==> src/rtl/uart_cmd_responder.sv <==
// Command endpoint behind uart_packet_handler: runs PING/ECHO/REG_WRITE/REG_READ and emits one response per request.
// Optional feature macro: UART_RESP_STATS_EN enables err/ok counters and the STATS (0x05) command.
module uart_cmd_responder #(
  parameter int MAX_PAYLOAD_BYTES = 64,
  parameter int REG_COUNT         = 16
) (
  input  logic                   clk,
  input  logic                   rst,
  input  logic                   pkt_meta_valid,
  output logic                   pkt_meta_ready,
  input  logic [7:0]             pkt_cmd,
  input  logic [15:0]            pkt_length,
  input  logic [1:0]             pkt_error,
  input  logic [7:0]             pkt_payload_data,
  input  logic                   pkt_payload_valid,
  input  logic                   pkt_payload_last,
  output logic                   pkt_payload_ready,
  output logic                   tx_meta_valid,
  input  logic                   tx_meta_ready,
  output logic [7:0]             tx_cmd,
  output logic [15:0]            tx_length,
  output logic [7:0]             tx_payload_data,
  output logic                   tx_payload_valid,
  output logic                   tx_payload_last,
  input  logic                   tx_payload_ready,
  output logic [REG_COUNT*8-1:0] regs_flat,
  output logic                   busy,
  output logic [7:0]             err_count
);

  localparam int AW = (REG_COUNT > 1) ? $clog2(REG_COUNT) : 1;
  localparam int BW = (MAX_PAYLOAD_BYTES > 1) ? $clog2(MAX_PAYLOAD_BYTES) : 1;

  localparam logic [2:0] S_IDLE      = 3'd0;
  localparam logic [2:0] S_RECV      = 3'd1;
  localparam logic [2:0] S_EXEC      = 3'd2;
  localparam logic [2:0] S_SEND_META = 3'd3;
  localparam logic [2:0] S_SEND_PAY  = 3'd4;

  logic [2:0]  state;
  logic [7:0]  cmd_q;
  logic [15:0] len_q;
  logic [1:0]  perr_q;
  logic        bad_len_q;
  logic [15:0] count;
  logic [15:0] tx_idx;
  logic        echo_mode;
  logic [7:0]  pay_buf [MAX_PAYLOAD_BYTES];
  logic [7:0]  resp [4];
  logic [7:0]  regs [REG_COUNT];

  logic        meta_hs, pay_hs, tx_meta_hs, tx_pay_hs;
  logic [15:0] count_next;
  logic        hit_len, recv_done;

  // Readies are forced low while reset is held so the block never accepts during reset.
  assign pkt_meta_ready    = !rst && (state == S_IDLE);
  assign pkt_payload_ready = !rst && (state == S_RECV);
  assign tx_meta_valid     = (state == S_SEND_META);
  assign tx_payload_valid  = (state == S_SEND_PAY);
  assign tx_payload_last   = (state == S_SEND_PAY) && (tx_idx == tx_length - 16'd1);
  assign busy              = (state != S_IDLE);

  assign meta_hs    = pkt_meta_valid && pkt_meta_ready;
  assign pay_hs     = pkt_payload_valid && pkt_payload_ready;
  assign tx_meta_hs = tx_meta_valid && tx_meta_ready;
  assign tx_pay_hs  = tx_payload_valid && tx_payload_ready;

  assign count_next = count + 16'd1;
  assign hit_len    = (count_next == len_q);
  assign recv_done  = pay_hs && (pkt_payload_last || hit_len);

  always_comb begin
    tx_payload_data = 8'h00;
    if (state == S_SEND_PAY)
      tx_payload_data = echo_mode ? pay_buf[tx_idx[BW-1:0]] : resp[tx_idx[1:0]];
  end

  for (genvar i = 0; i < REG_COUNT; i++) begin : g_flat
    assign regs_flat[8*i +: 8] = regs[i];
  end

`ifdef UART_RESP_STATS_EN
  logic [15:0] ok_cnt;
  logic [7:0]  err_cnt;
`endif

  logic [7:0]  addr, wdata, err_code;
  logic        known, len_ok, uses_addr, addr_ok, is_err;
  logic [15:0] resp_len;
  logic        resp_echo;
  logic [7:0]  resp_b0, resp_b1, resp_b2;

  assign addr    = pay_buf[0];
  assign wdata   = pay_buf[1];
  assign addr_ok = int'(addr) < REG_COUNT;
  assign is_err  = (err_code != 8'h00);

  always_comb begin
    // NOTE: every signal gets a default first, so no path through the case infers a latch.
    known     = 1'b0;
    len_ok    = 1'b0;
    uses_addr = 1'b0;
    err_code  = 8'h00;
    resp_len  = 16'd0;
    resp_echo = 1'b0;
    resp_b0   = 8'h00;
    resp_b1   = 8'h00;
    resp_b2   = 8'h00;
    case (cmd_q)
      8'h01: begin known = 1'b1; len_ok = (len_q == 16'd0); end
      8'h02: begin known = 1'b1; len_ok = (len_q != 16'd0) && (int'(len_q) <= MAX_PAYLOAD_BYTES); end
      8'h03: begin known = 1'b1; len_ok = (len_q == 16'd2); uses_addr = 1'b1; end
      8'h04: begin known = 1'b1; len_ok = (len_q == 16'd1); uses_addr = 1'b1; end
`ifdef UART_RESP_STATS_EN
      8'h05: begin known = 1'b1; len_ok = (len_q == 16'd0); end
`endif
      default: ;
    endcase
    if (perr_q != 2'b00)             err_code = 8'h04;
    else if (!known)                 err_code = 8'h01;
    else if (!len_ok || bad_len_q)   err_code = 8'h02;
    else if (uses_addr && !addr_ok)  err_code = 8'h03;

    if (err_code != 8'h00) begin
      resp_len = 16'd2;
      resp_b0  = cmd_q;
      resp_b1  = err_code;
    end else begin
      case (cmd_q)
        8'h02: begin resp_len = len_q; resp_echo = 1'b1; end
        8'h03: resp_len = 16'd1;
        8'h04: begin resp_len = 16'd1; resp_b0 = regs[addr[AW-1:0]]; end
`ifdef UART_RESP_STATS_EN
        8'h05: begin resp_len = 16'd3; resp_b0 = ok_cnt[7:0]; resp_b1 = ok_cnt[15:8]; resp_b2 = err_cnt; end
`endif
        default: ;
      endcase
    end
  end

`ifdef UART_RESP_STATS_EN
  always_ff @(posedge clk) begin
    if (rst) begin
      ok_cnt  <= 16'd0;
      err_cnt <= 8'd0;
    end else if (state == S_EXEC) begin
      if (is_err && err_cnt != 8'hFF)     err_cnt <= err_cnt + 8'd1;
      if (!is_err && ok_cnt != 16'hFFFF)  ok_cnt  <= ok_cnt + 16'd1;
    end
  end
  assign err_count = err_cnt;
`else
  assign err_count = 8'h00;
`endif

  always_ff @(posedge clk) begin
    if (rst) begin
      state     <= S_IDLE;
      cmd_q     <= 8'h00;
      len_q     <= 16'd0;
      perr_q    <= 2'b00;
      bad_len_q <= 1'b0;
      count     <= 16'd0;
      tx_idx    <= 16'd0;
      tx_cmd    <= 8'h00;
      tx_length <= 16'd0;
      for (int i = 0; i < REG_COUNT; i++) regs[i] <= 8'h00;
    end else begin
      case (state)
        S_IDLE: if (meta_hs) begin
          cmd_q     <= pkt_cmd;
          len_q     <= pkt_length;
          perr_q    <= pkt_error;
          bad_len_q <= 1'b0;
          count     <= 16'd0;
          state     <= (pkt_length != 16'd0) ? S_RECV : S_EXEC;
        end
        S_RECV: if (pay_hs) begin
          count <= count_next;
          if (recv_done) begin
            bad_len_q <= (pkt_payload_last != hit_len);
            state     <= S_EXEC;
          end
        end
        S_EXEC: begin
          tx_cmd    <= is_err ? 8'hFF : (cmd_q | 8'h80);
          tx_length <= resp_len;
          if (!is_err && cmd_q == 8'h03) regs[addr[AW-1:0]] <= wdata;
          state     <= S_SEND_META;
        end
        S_SEND_META: if (tx_meta_hs) begin
          tx_idx <= 16'd0;
          state  <= (tx_length != 16'd0) ? S_SEND_PAY : S_IDLE;
        end
        S_SEND_PAY: if (tx_pay_hs) begin
          if (tx_payload_last) state  <= S_IDLE;
          else                 tx_idx <= tx_idx + 16'd1;
        end
        default: state <= S_IDLE;
      endcase
    end
  end

  // NOTE: buffer contents are always rewritten before they are read, so this storage carries no reset.
  always_ff @(posedge clk) begin
    if (pay_hs && int'(count) < MAX_PAYLOAD_BYTES)
      pay_buf[count[BW-1:0]] <= pkt_payload_data;
    if (state == S_EXEC) begin
      echo_mode <= resp_echo;
      resp[0]   <= resp_b0;
      resp[1]   <= resp_b1;
      resp[2]   <= resp_b2;
      resp[3]   <= 8'h00;
    end
  end

endmodule

==> config.mk <==
export PLATFORM = sky130hd
export DESIGN_NAME = uart_cmd_responder
export DESIGN_NICKNAME = d
export VERILOG_FILES = /design/src/rtl/uart_cmd_responder.sv
export SDC_FILE = /design/constraint.sdc
export NUM_CORES = 1
export LEC_CHECK = 0
export BUFFER_PORTS_ARGS = -buffer_cell sky130_fd_sc_hd__buf_4
export CORE_ASPECT_RATIO = 0.6
export CORE_MARGIN = 2
export CORE_UTILIZATION = 50
export CTS_BUF_LIST = sky130_fd_sc_hd__clkbuf_16
export CTS_CLUSTER_SIZE = 25
export DETAILED_ROUTE_END_ITERATION = 7
export GPL_TIMING_DRIVEN = 0
export HOLD_SLACK_MARGIN = 0.03
export MAX_ROUTING_LAYER = met4
export PLACE_DENSITY = 0.65
export SYNTH_ARGS = -nofsm -noshare
export SYNTH_HDL_FRONTEND = slang
export SYNTH_SLANG_ARGS = --single-unit
export TNS_END_PERCENT = 30
==> constraint.sdc <==
create_clock -name clk -period 4.1 [get_ports clk]
set_clock_uncertainty 0.15 [all_clocks]
set_input_delay 0.41 -clock clk [delete_from_list [all_inputs] [get_ports clk]]
set_output_delay 0.41 -clock clk [all_outputs]
set_load 0.005 [all_outputs]
==> flow_summary.yaml, run 1 <==
run_status:
  outcome: "finished, violations left"
  violations: "setup timing"
sta:
  fin_hold_ws_ns: 0.0830
  fmax_mhz: 240
  tightest_slew_ns: 1.24
  drv_slew: 0
  finalWorstSetupSlack_ns: -0.0706
  hold_violations: 0
  rsz0062_at_grt: "yes"
  setup_viol: 52
  relSlewSlack_pct: 17.2
  fin_crit_ns: 4.17
  setup_tns_ns: -1.46
  period_share_pct: 102
logic_synthesis:
  synth_warnings: 0
  async_flop_share_pct: 0
  yosysTopAreaCell: "edfxtp_1"
  synthSimpleGateAreaFrac_pct: 9.74
  synth.area.mux_share_pct: 15.2
  synth_commonest_cells: "edfxtp_1 (652), mux4_2 (208), and2_1 (142)"
  synth_top_area_share_pct: 62.5
  syn_inst: 1858
  ys.flop_type: "edfxtp_1"
  synth_enable_flop_cells: 652
  synth.most_common_cell: "edfxtp_1"
  yosysSeqAreaShare_pct: 68.3
  synth_top_family_by_area: "multiplexers"
  ys_types: 77
  synth-seq-cells: 744
  avgSynthCellArea_um2: 16.9
  synthXorXnorAreaFrac_pct: 1.43
  synthTopCellsByArea: "edfxtp_1 (62%), mux4_2 (15%), dfxtp_1 (5.9%), and2_1 (2.8%), nor2_1 (1.7%)"
  netlist_area_mm2: 0.0313
  synth-adder-area-share_pct: 0.160
  synth-compound-area-share_pct: 3.31
placed_design:
  port_buffers: 205
  dp.cells: 2909
  gp_congestion: 0.945
  hpwl_um: 60500
  place_ws_ns: -0.601
hold_path:
  min_path_type: "primary input to flip-flop"
  min_from: "pkt_meta_valid"
  whs_path_depth: 4
  hold_end: "count[1]$_SDFFE_PP0P_"
cts:
  htreeDepth: 3
  cts_buffer_depth: 3
  cts_made_buffers: 69
  cts.clk_slew.worst_paths_ns: 0.06
  cts_tree: "done"
  cts_sinks: 744
  clock_latency_ns: 0.63
  clock-root-buffer: "clkbuf_16"
layout:
  utilization_pct: 59.6
  area_delta_synth_final_pct: 18.6
  register_area_mm2: 0.0214
  diodes: 0
  nNetsFinal: 2220
  fin_cells: 3063
  multiInputGateArea_mm2: 0.00967
  num-fill-cells: 4718
  drive_gt1_share_pct: 30.7
setup_path:
  worstSetupEndpointType: "flip-flop"
  reg2reg_from: "state[0]$_SDFFE_PP0P_"
  r2r_end: "pay_buf[46][3]$_DFFE_PP_"
  arrival_ns: 4.26
  criticalPathCategory: "flip-flop to flip-flop"
  critPathMaxFanout: 10
  reg2reg_depth: 8
  r2r_setup_slack_ns: -0.07
  cp-start-kind: "flip-flop"
  crit_required_ns: 4.19
drt:
  first_pass_iters: 6
  drt-initial-drc-count: 2522
  via_per_inst: 6.12
  ant_nets: 0
  drc: 0
  wire_per_inst_um: 28.2
  wirelength_um: 86400
  vias: 18800
pwr:
  p_leak_nw: 12.4
  p_per_area_mw_per_mm2: 439
  ir_worst_vdd_mv: 0.484
floorplanning:
  ios: 215
  rows: 71
  coreArea_mm2: 0.0624
  die_area_mm2: 0.0648
  die_w_um: 327
  die_y_um: 198
  start_util_pct: 50.3
grt:
  antenna_found_initial: 3
  grt_overflow: 0
  grt_pass1_wl_um: 126000
  grt_pass1_vias: 18300
  grt_max_degree: 65
  track_usage_pct: 28.1
job:
  maxCapViolCount: 0
==> worst max-delay path by stage <==
stage,startpoint,end,slack [ns]
floorplan,count[0]$_SDFFE_PP0P_,state[0]$_SDFFE_PP0P_,0.57
global placement,flip-flop,tx_payload_data[4],-0.59
detailed placement,flip-flop,tx_payload_data[4],-0.60
CTS,state[0]$_SDFFE_PP0P_,pay_buf[40][3]$_DFFE_PP_,-0.25
global route,state[0]$_SDFFE_PP0P_,pay_buf[34][5]$_DFFE_PP_,-0.25
finish,state[0]$_SDFFE_PP0P_,pay_buf[46][3]$_DFFE_PP_,-0.07
==> state kept, by name, indices dropped and copies added, names as in the netlist, named ones only <==
signal,flops
tx_length,16
len_q,16
echo_mode,1
regs,128
count,16
bad_len_q,1
cmd_q,8
state,3
tx_cmd,8
pay_buf,512
tx_idx,16
resp,11
perr_q,2
==> metrics by stage <==
step / total power, W / instance area, um2
final: 0.0163 / 37200
after global routing: 0.0168 / 37200
after CTS: 0.0164 / 37000
after detailed placement: 0.00989 / 34000
after global placement: 0.00986 / 34000
after floorplan: 0.00934 / 31400
==> cells by family (layout without fill, tap and decap cells) <==
kind of cell / count (synthesis) / count (layout)
xor gates and xnor gates: 51 / 51
muxes: 216 / 216
AOI/OAI and AO/OA: 159 / 159
other: 1 / 8
DFF: 744 / 744
buffers and inverters: 132 / 491
and+or+nand+nor: 551 / 551
adders and majority gates: 4 / 4
==> where the power goes <==
part           switching [W]  internal, W  total, W
combinational       0.000787     0.000527   0.00131
sequential          0.000121      0.00837   0.00849
clock                0.00285      0.00368   0.00653
total                0.00376       0.0126    0.0163
==> metal layers <==
| metal | global-route usage [%] | part of all wire [%] |
|---|---|---|
| met1 | 42.4 | 44 |
| met2 | 37.1 | 42 |
| met3 | 9.56 | 12 |
| met4 | 5.13 | 1.9 |
| met5 | - | 0 |
==> area by class of cell <==
cell class / instances / share of cell area (%)
inverter: 12 / 0.121
multi-input combinational: 989 / 26.0
clock inverter: 50 / 1.29
buffer: 119 / 2.28
sequential: 744 / 57.6
timing repair buffer: 240 / 5.14
clock buffer: 70 / 4.71
tap: 839 / 2.82
==> worst max-delay path, stage by stage (launching register included) <==
cell	delay, ns
dfxtp_1	0.45
or3b_2	0.48
clkbuf_1	0.26
or3_1	0.37
clkbuf_1	0.21
nor3_1	0.34
and2_1	0.24
nand2_1	0.39
nor2_1	0.91
==> cell usage in the layout (no fill, tap or decap), drive strengths merged, types with 31 or more instances in the layout <==
| cell | count |
|---|---|
| o21ai | 63 |
| nand2b | 31 |
| clkbuf | 149 |
| mux4 | 208 |
| and2 | 142 |
| buf | 252 |
| nand2 | 75 |
| edfxtp | 652 |
| dfxtp | 92 |
| nor2 | 143 |
==> what timing repair did <==
item / 4_1_cts / 5_1_grt
setup endpoints to repair: 354 / 585
cloned: 1 / 0
hold buffers: 27 / 0
pin swaps: 0 / 2
gates resized for setup: 141 / 64
hold endpoints to repair: 27 / 0
buffers inserted: 7 / 0
(Power assumes the default switching activity.)
==> inputs of run 2 (changes only) <==
==> constraint.sdc (replaced) <==
create_clock -name clk -period 4.1 [get_ports clk]
set_clock_uncertainty 0.15 [all_clocks]
set_input_delay 0.205 -clock clk [delete_from_list [all_inputs] [get_ports clk]]
set_output_delay 0.205 -clock clk [all_outputs]
set_load 0.005 [all_outputs]
==> flow_summary.yaml, run 2 (synthesized netlist as in run 1, its figures left out) <==
layout:
  diodes: 0
  final_common_cell: "edfxtp_1"
  num-fill-cells: 4747
  fin_area_mm2: 0.0370
  utilization_pct: 59.4
  drive_gt1_share_pct: 30.4
  nNetsFinal: 2223
  largest_reg_flops: 512
  layout_common_cells: "edfxtp_1 (652), buf_4 (218), mux4_2 (208)"
  area_delta_synth_final_pct: 18.1
pwr:
  p_int_w: 0.0126
  ir_worst_vdd_mv: 0.485
  p_comb_share_pct: 8.0
  p_clk_share_pct: 40.0
  pwr-share-seq_pct: 52.0
  p_per_area_mw_per_mm2: 441
  p_leak_nw: 12.3
  swShare_pct: 23.0
  netSwitchingPower_w: 0.00376
run_status:
  outcome: "finished, violations left"
  violations: "setup timing"
setup_path:
  cp-start-kind: "flip-flop"
  critPathMaxFanout: 10
  arrival_ns: 4.26
  criticalPathCategory: "flip-flop to flip-flop"
  worstSetupEndpointType: "flip-flop"
  crit_required_ns: 4.19
placed_design:
  gp_congestion: 0.945
  port_buffers: 205
  hpwl_um: 60500
  post_dp_cell_area_mm2: 0.0340
cts:
  cts_made_buffers: 69
  cts.clk_slew.worst_paths_ns: 0.07
  cts_setup_buffers: 0
  cts_sinks: 744
  clock_latency_ns: 0.63
  cts_buffer_depth: 3
  cts_tree: "done"
  htreeDepth: 3
  clock-root-buffer: "clkbuf_16"
drt:
  via_per_inst: 6.13
  wirelength_um: 86400
  drc: 0
  vias: 18800
  wire_per_inst_um: 28.2
  first_pass_iters: 5
  drt-initial-drc-count: 2595
  ant_nets: 0
grt:
  grt_pass1_vias: 18300
  track_usage_pct: 28.0
  antenna_found_initial: 4
  grt_max_degree: 65
  grt_pass1_wl_um: 125000
  grt_overflow: 0
floorplanning:
  ios: 215
  coreArea_mm2: 0.0624
  start_util_pct: 50.3
  rows: 71
  die_w_um: 327
  die_y_um: 198
  die_area_mm2: 0.0648
hold_path:
  min_path_type: "primary input to flip-flop"
sta:
  drv_slew: 0
  rsz0062_at_grt: "yes"
  period_share_pct: 102
  setup_viol: 29
  fin_crit_ns: 4.17
  hold_violations: 0
  fmax_mhz: 240
  finalWorstSetupSlack_ns: -0.0743
  tightest_slew_ns: 1.23
  relSlewSlack_pct: 18.1
job:
  maxCapViolCount: 0
[run 2: cell count changes in the layout (fill, tap and decap cells not counted), moves of 6 or more]
cell           before  now
clkbuf_8           11    2
dlygate4sd3_1      27   38
nor2_1             87   80
nor2_2             42   48
[run 2: repair_timing]
| item | CTS | global route |
|---|---|---|
| hold endpoints to repair | 307 | 16 |
| resized for setup | 96 | 77 |
| hold buffers | 37 | 1 |
| pin swaps | 0 | 1 |
| setup endpoints to repair | 354 | 584 |
[run 2: path summary, 6_finish.rpt]
path | startpoint | to | slack [ns] | cells after the start
min | pkt_meta_valid | count[4]$_SDFFE_PP0P_ | 0.1 | 6
max | state[0]$_SDFFE_PP0P_ | pay_buf[46][3]$_DFFE_PP_ | -0.07 | 8
max reg2reg | state[0]$_SDFFE_PP0P_ | pay_buf[46][3]$_DFFE_PP_ | -0.07 | 8
min reg2reg | tx_cmd[7]$_SDFFE_PP0N_ | tx_cmd[7]$_SDFFE_PP0N_ | 0.33 | 2
[run 2: routing by layer]
metal	global-route usage, %	wire (um)
met1	42.1	37900
met2	37.1	36100
met3	9.63	10800
met4	5.20	1600
met5	-	0
[run 2: per-stage QoR]
step	total power, W	hold WS [ns]	setup TNS (ns)	instances	setup slack [ns]
2_1_floorplan	0.00934	0.154	0	1865	0.569
3_5_place_dp	0.00989	0.264	-72.12	2909	-0.396
5_1_grt	0.0168	0.125	-50.33	3066	-0.266
6_report	0.0163	0.0964	-0.732	3066	-0.0743
3_3_place_gp	0.00986	0.261	-36.62	2909	-0.383
4_1_cts	0.0164	0.0318	-37.28	3065	-0.251
[run 2: power by group through the flow]
| stage | clock network, W | registers (W) | logic (W) |
|---|---|---|---|
| finish | 0.00653 | 0.00849 | 0.00131 |
| detailed placement | 0 | 0.00865 | 0.00124 |
| global placement | 0 | 0.00865 | 0.00121 |
| global route | 0.00690 | 0.00851 | 0.00141 |
| CTS | 0.00658 | 0.00849 | 0.00128 |
| floorplan | 0 | 0.00862 | 0.000721 |
[run 2: final cells by class]
class / instances / area [um2] / share of cell area (%)
Sequential cell: 744 / 21400 / 57.9
Multi-Input combinational cell: 989 / 9680 / 26.1
Timing Repair Buffer: 243 / 1920 / 5.18
Clock buffer: 70 / 1750 / 4.73
Tap cell: 839 / 1050 / 2.84
Buffer: 119 / 673 / 1.82
Clock inverter: 50 / 478 / 1.29
Inverter: 12 / 45.0 / 0.122
[run 2: worst max-delay path, cell delays in order (launching register included)]
cell      delay (ns)
dfxtp_1         0.44
or3b_2          0.47
clkbuf_1        0.26
or3_1           0.37
clkbuf_1        0.21
nor3_1          0.35
and2_1          0.24
nand2_1         0.37
nor2_1          0.92
==> inputs of run 3 (changes only) <==
ABC_AREA = 1   (was default)
==> flow_summary.yaml, run 3 <==
setup_path:
  worstSetupEndpointType: "flip-flop"
  arrival_ns: 4.34
  cp-start-kind: "flip-flop"
  criticalPathCategory: "flip-flop to flip-flop"
  crit_path_start: "state[2]$_SDFFE_PP0P_"
  crit_required_ns: 4.20
  critPathMaxFanout: 8
  reg2reg_from: "state[2]$_SDFFE_PP0P_"
floorplanning:
  start_util_pct: 50.5
  die_w_um: 329
  die_area_mm2: 0.0654
  rows: 71
  coreArea_mm2: 0.0626
  ios: 215
  die_y_um: 199
drt:
  drt-initial-drc-count: 4157
  via_per_inst: 6.35
  vias: 25400
  first_pass_iters: 7
  wire_per_inst_um: 29.9
  wirelength_um: 120000
  ant_nets: 0
  drc: 0
cts:
  cts_sinks: 744
  cts_setup_buffers: 0
  cts.clk_slew.worst_paths_ns: 0.06
  htreeDepth: 3
  clock_latency_ns: 0.63
  cts_tree: "done"
  cts_made_buffers: 71
  cts_buffer_depth: 3
  clock-root-buffer: "clkbuf_16"
layout:
  area_delta_synth_final_pct: 18.3
  multiInputGateArea_mm2: 0.00929
  register_area_mm2: 0.0214
  final_common_cell: "edfxtp_1"
  nNetsFinal: 3158
  num-fill-cells: 5130
  drive_gt1_share_pct: 17.4
  layout_common_cells: "edfxtp_1 (652), nor2_1 (478), o21ai_0 (324)"
  fin_area_mm2: 0.0374
  largest_reg_flops: 512
logic_synthesis:
  yosysTopAreaCell: "edfxtp_1"
  avgSynthCellArea_um2: 11.4
  synth.area.mux_share_pct: 0
  async_flop_share_pct: 0
  synth-adder-area-share_pct: 0.158
  synth-compound-area-share_pct: 12.6
  synthXorXnorAreaFrac_pct: 0.830
  ys_types: 55
  synth_enable_flop_cells: 652
  synth_warnings: 0
  synth_top_area_share_pct: 61.9
  synthSimpleGateAreaFrac_pct: 14.8
  synthTopCellsByArea: "edfxtp_1 (62%), nor2_1 (6.1%), dfxtp_1 (5.8%), o21ai_0 (5.2%), nand2_1 (3.0%)"
  synth_top_family_by_area: "simple AND/OR/NAND/NOR gates"
  ys.flop_type: "edfxtp_1"
  netlist_area_mm2: 0.0316
  synth-seq-cells: 744
  syn_inst: 2787
  synth_commonest_cells: "edfxtp_1 (652), nor2_1 (518), o21ai_0 (331)"
  yosysSeqAreaShare_pct: 67.7
  synth.most_common_cell: "edfxtp_1"
hold_path:
  min_path_type: "primary input to flip-flop"
  min_from: "pkt_payload_data[1]"
grt:
  antenna_found_initial: 5
  grt_max_degree: 65
  grt_overflow: 0
  track_usage_pct: 37.2
  grt_pass1_vias: 23500
  grt_pass1_wl_um: 166000
run_status:
  violations: "setup timing"
  outcome: "finished, violations left"
sta:
  hold_violations: 0
  finalWorstSetupSlack_ns: -0.143
  drv_slew: 0
  fin_hold_ws_ns: 0.0290
  period_share_pct: 103
  relSlewSlack_pct: 14.6
  fin_crit_ns: 4.24
  fmax_mhz: 236
  setup_viol: 93
  tightest_slew_ns: 1.28
  rsz0062_at_grt: "yes"
placed_design:
  port_buffers: 206
  hpwl_um: 83700
  post_dp_cell_area_mm2: 0.0343
  gp_congestion: 1.10
pwr:
  ir_worst_vdd_mv: 0.400
  p_per_area_mw_per_mm2: 512
  p_leak_nw: 13.5
job:
  maxCapViolCount: 0
run 3: through the flow:
stage	instances	utilization [%]	power [W]	setup WS (ns)	TNS (ns)
after detailed placement	3839	54.7	0.0122	-0.362	-18.61
final	4010	59.7	0.0191	-0.143	-4.83
after CTS	4008	59.4	0.0189	-0.191	-9.37
after global placement	3839	54.7	0.0122	-0.383	-17.32
after floorplan	2794	-	0.0106	1.42	0
after global routing	4009	59.7	0.0196	-0.149	-10.09
run 3: per-layer routing:
layer / vias up / global-route usage [%] / part of all wire, %
met5: - / - / 0
met4: 0 / 8.74 / 2.1
met3: 193 / 12.9 / 15
met2: 1956 / 49.4 / 41
met1: 12500 / 54.2 / 41
li1: 10800 / - / -
run 3: cell type report:
type / instances / area share (%)
Multi-Input combinational cell: 1746 / 24.8
Clock inverter: 57 / 1.37
Buffer: 169 / 2.35
Antenna cell: 2 / 0.0134
Clock buffer: 72 / 4.82
Inverter: 135 / 1.35
Sequential cell: 744 / 57.3
Timing Repair Buffer: 246 / 5.20
Tap cell: 839 / 2.81
run 3: repair_timing:
action / CTS / global route
hold buffers: 40 / 0
pin swaps: 2 / 3
resized for setup: 91 / 108
setup endpoints to repair: 184 / 296
hold endpoints to repair: 134 / 0
run 3: final timing paths:
kind,end,slack (ns),cells past startpoint
min,pay_buf[53][1]$_DFFE_PP_,0.03,1
min reg2reg,perr_q[0]$_SDFFE_PP0P_,0.33,2
max,pay_buf[57][3]$_DFFE_PP_,-0.14,9
max reg2reg,pay_buf[57][3]$_DFFE_PP_,-0.14,9
run 3: critical path, stage by stage (launching register included):
cell and delay (ns):
dfxtp_1 0.35, inv_1 0.13, nand3_1 0.18, nor2_1 0.38, nand2_1 0.18, inv_1 0.26, nand3_1 0.26, nor2_1 0.27
nand3_1 0.74, nor2_2 0.97
run 3: power breakdown:
group / switching, W / leakage [nW] / internal, W
Combinational: 0.00281 / 5.51 / 0.00102
Clock: 0.00299 / 1.19 / 0.00373
Sequential: 0.000154 / 6.78 / 0.00844
Total: 0.00595 / 13.5 / 0.0132
run 3: cells by family (layout without fill, tap and decap cells):
family / Yosys count / count (layout)
and+or+nand+nor: 1049 / 1049
DFF: 744 / 744
AOI/OAI and AO/OA: 655 / 655
buffers and inverters: 304 / 679
xor gates and xnor gates: 30 / 30
adders and majority gates: 4 / 4
other: 1 / 10
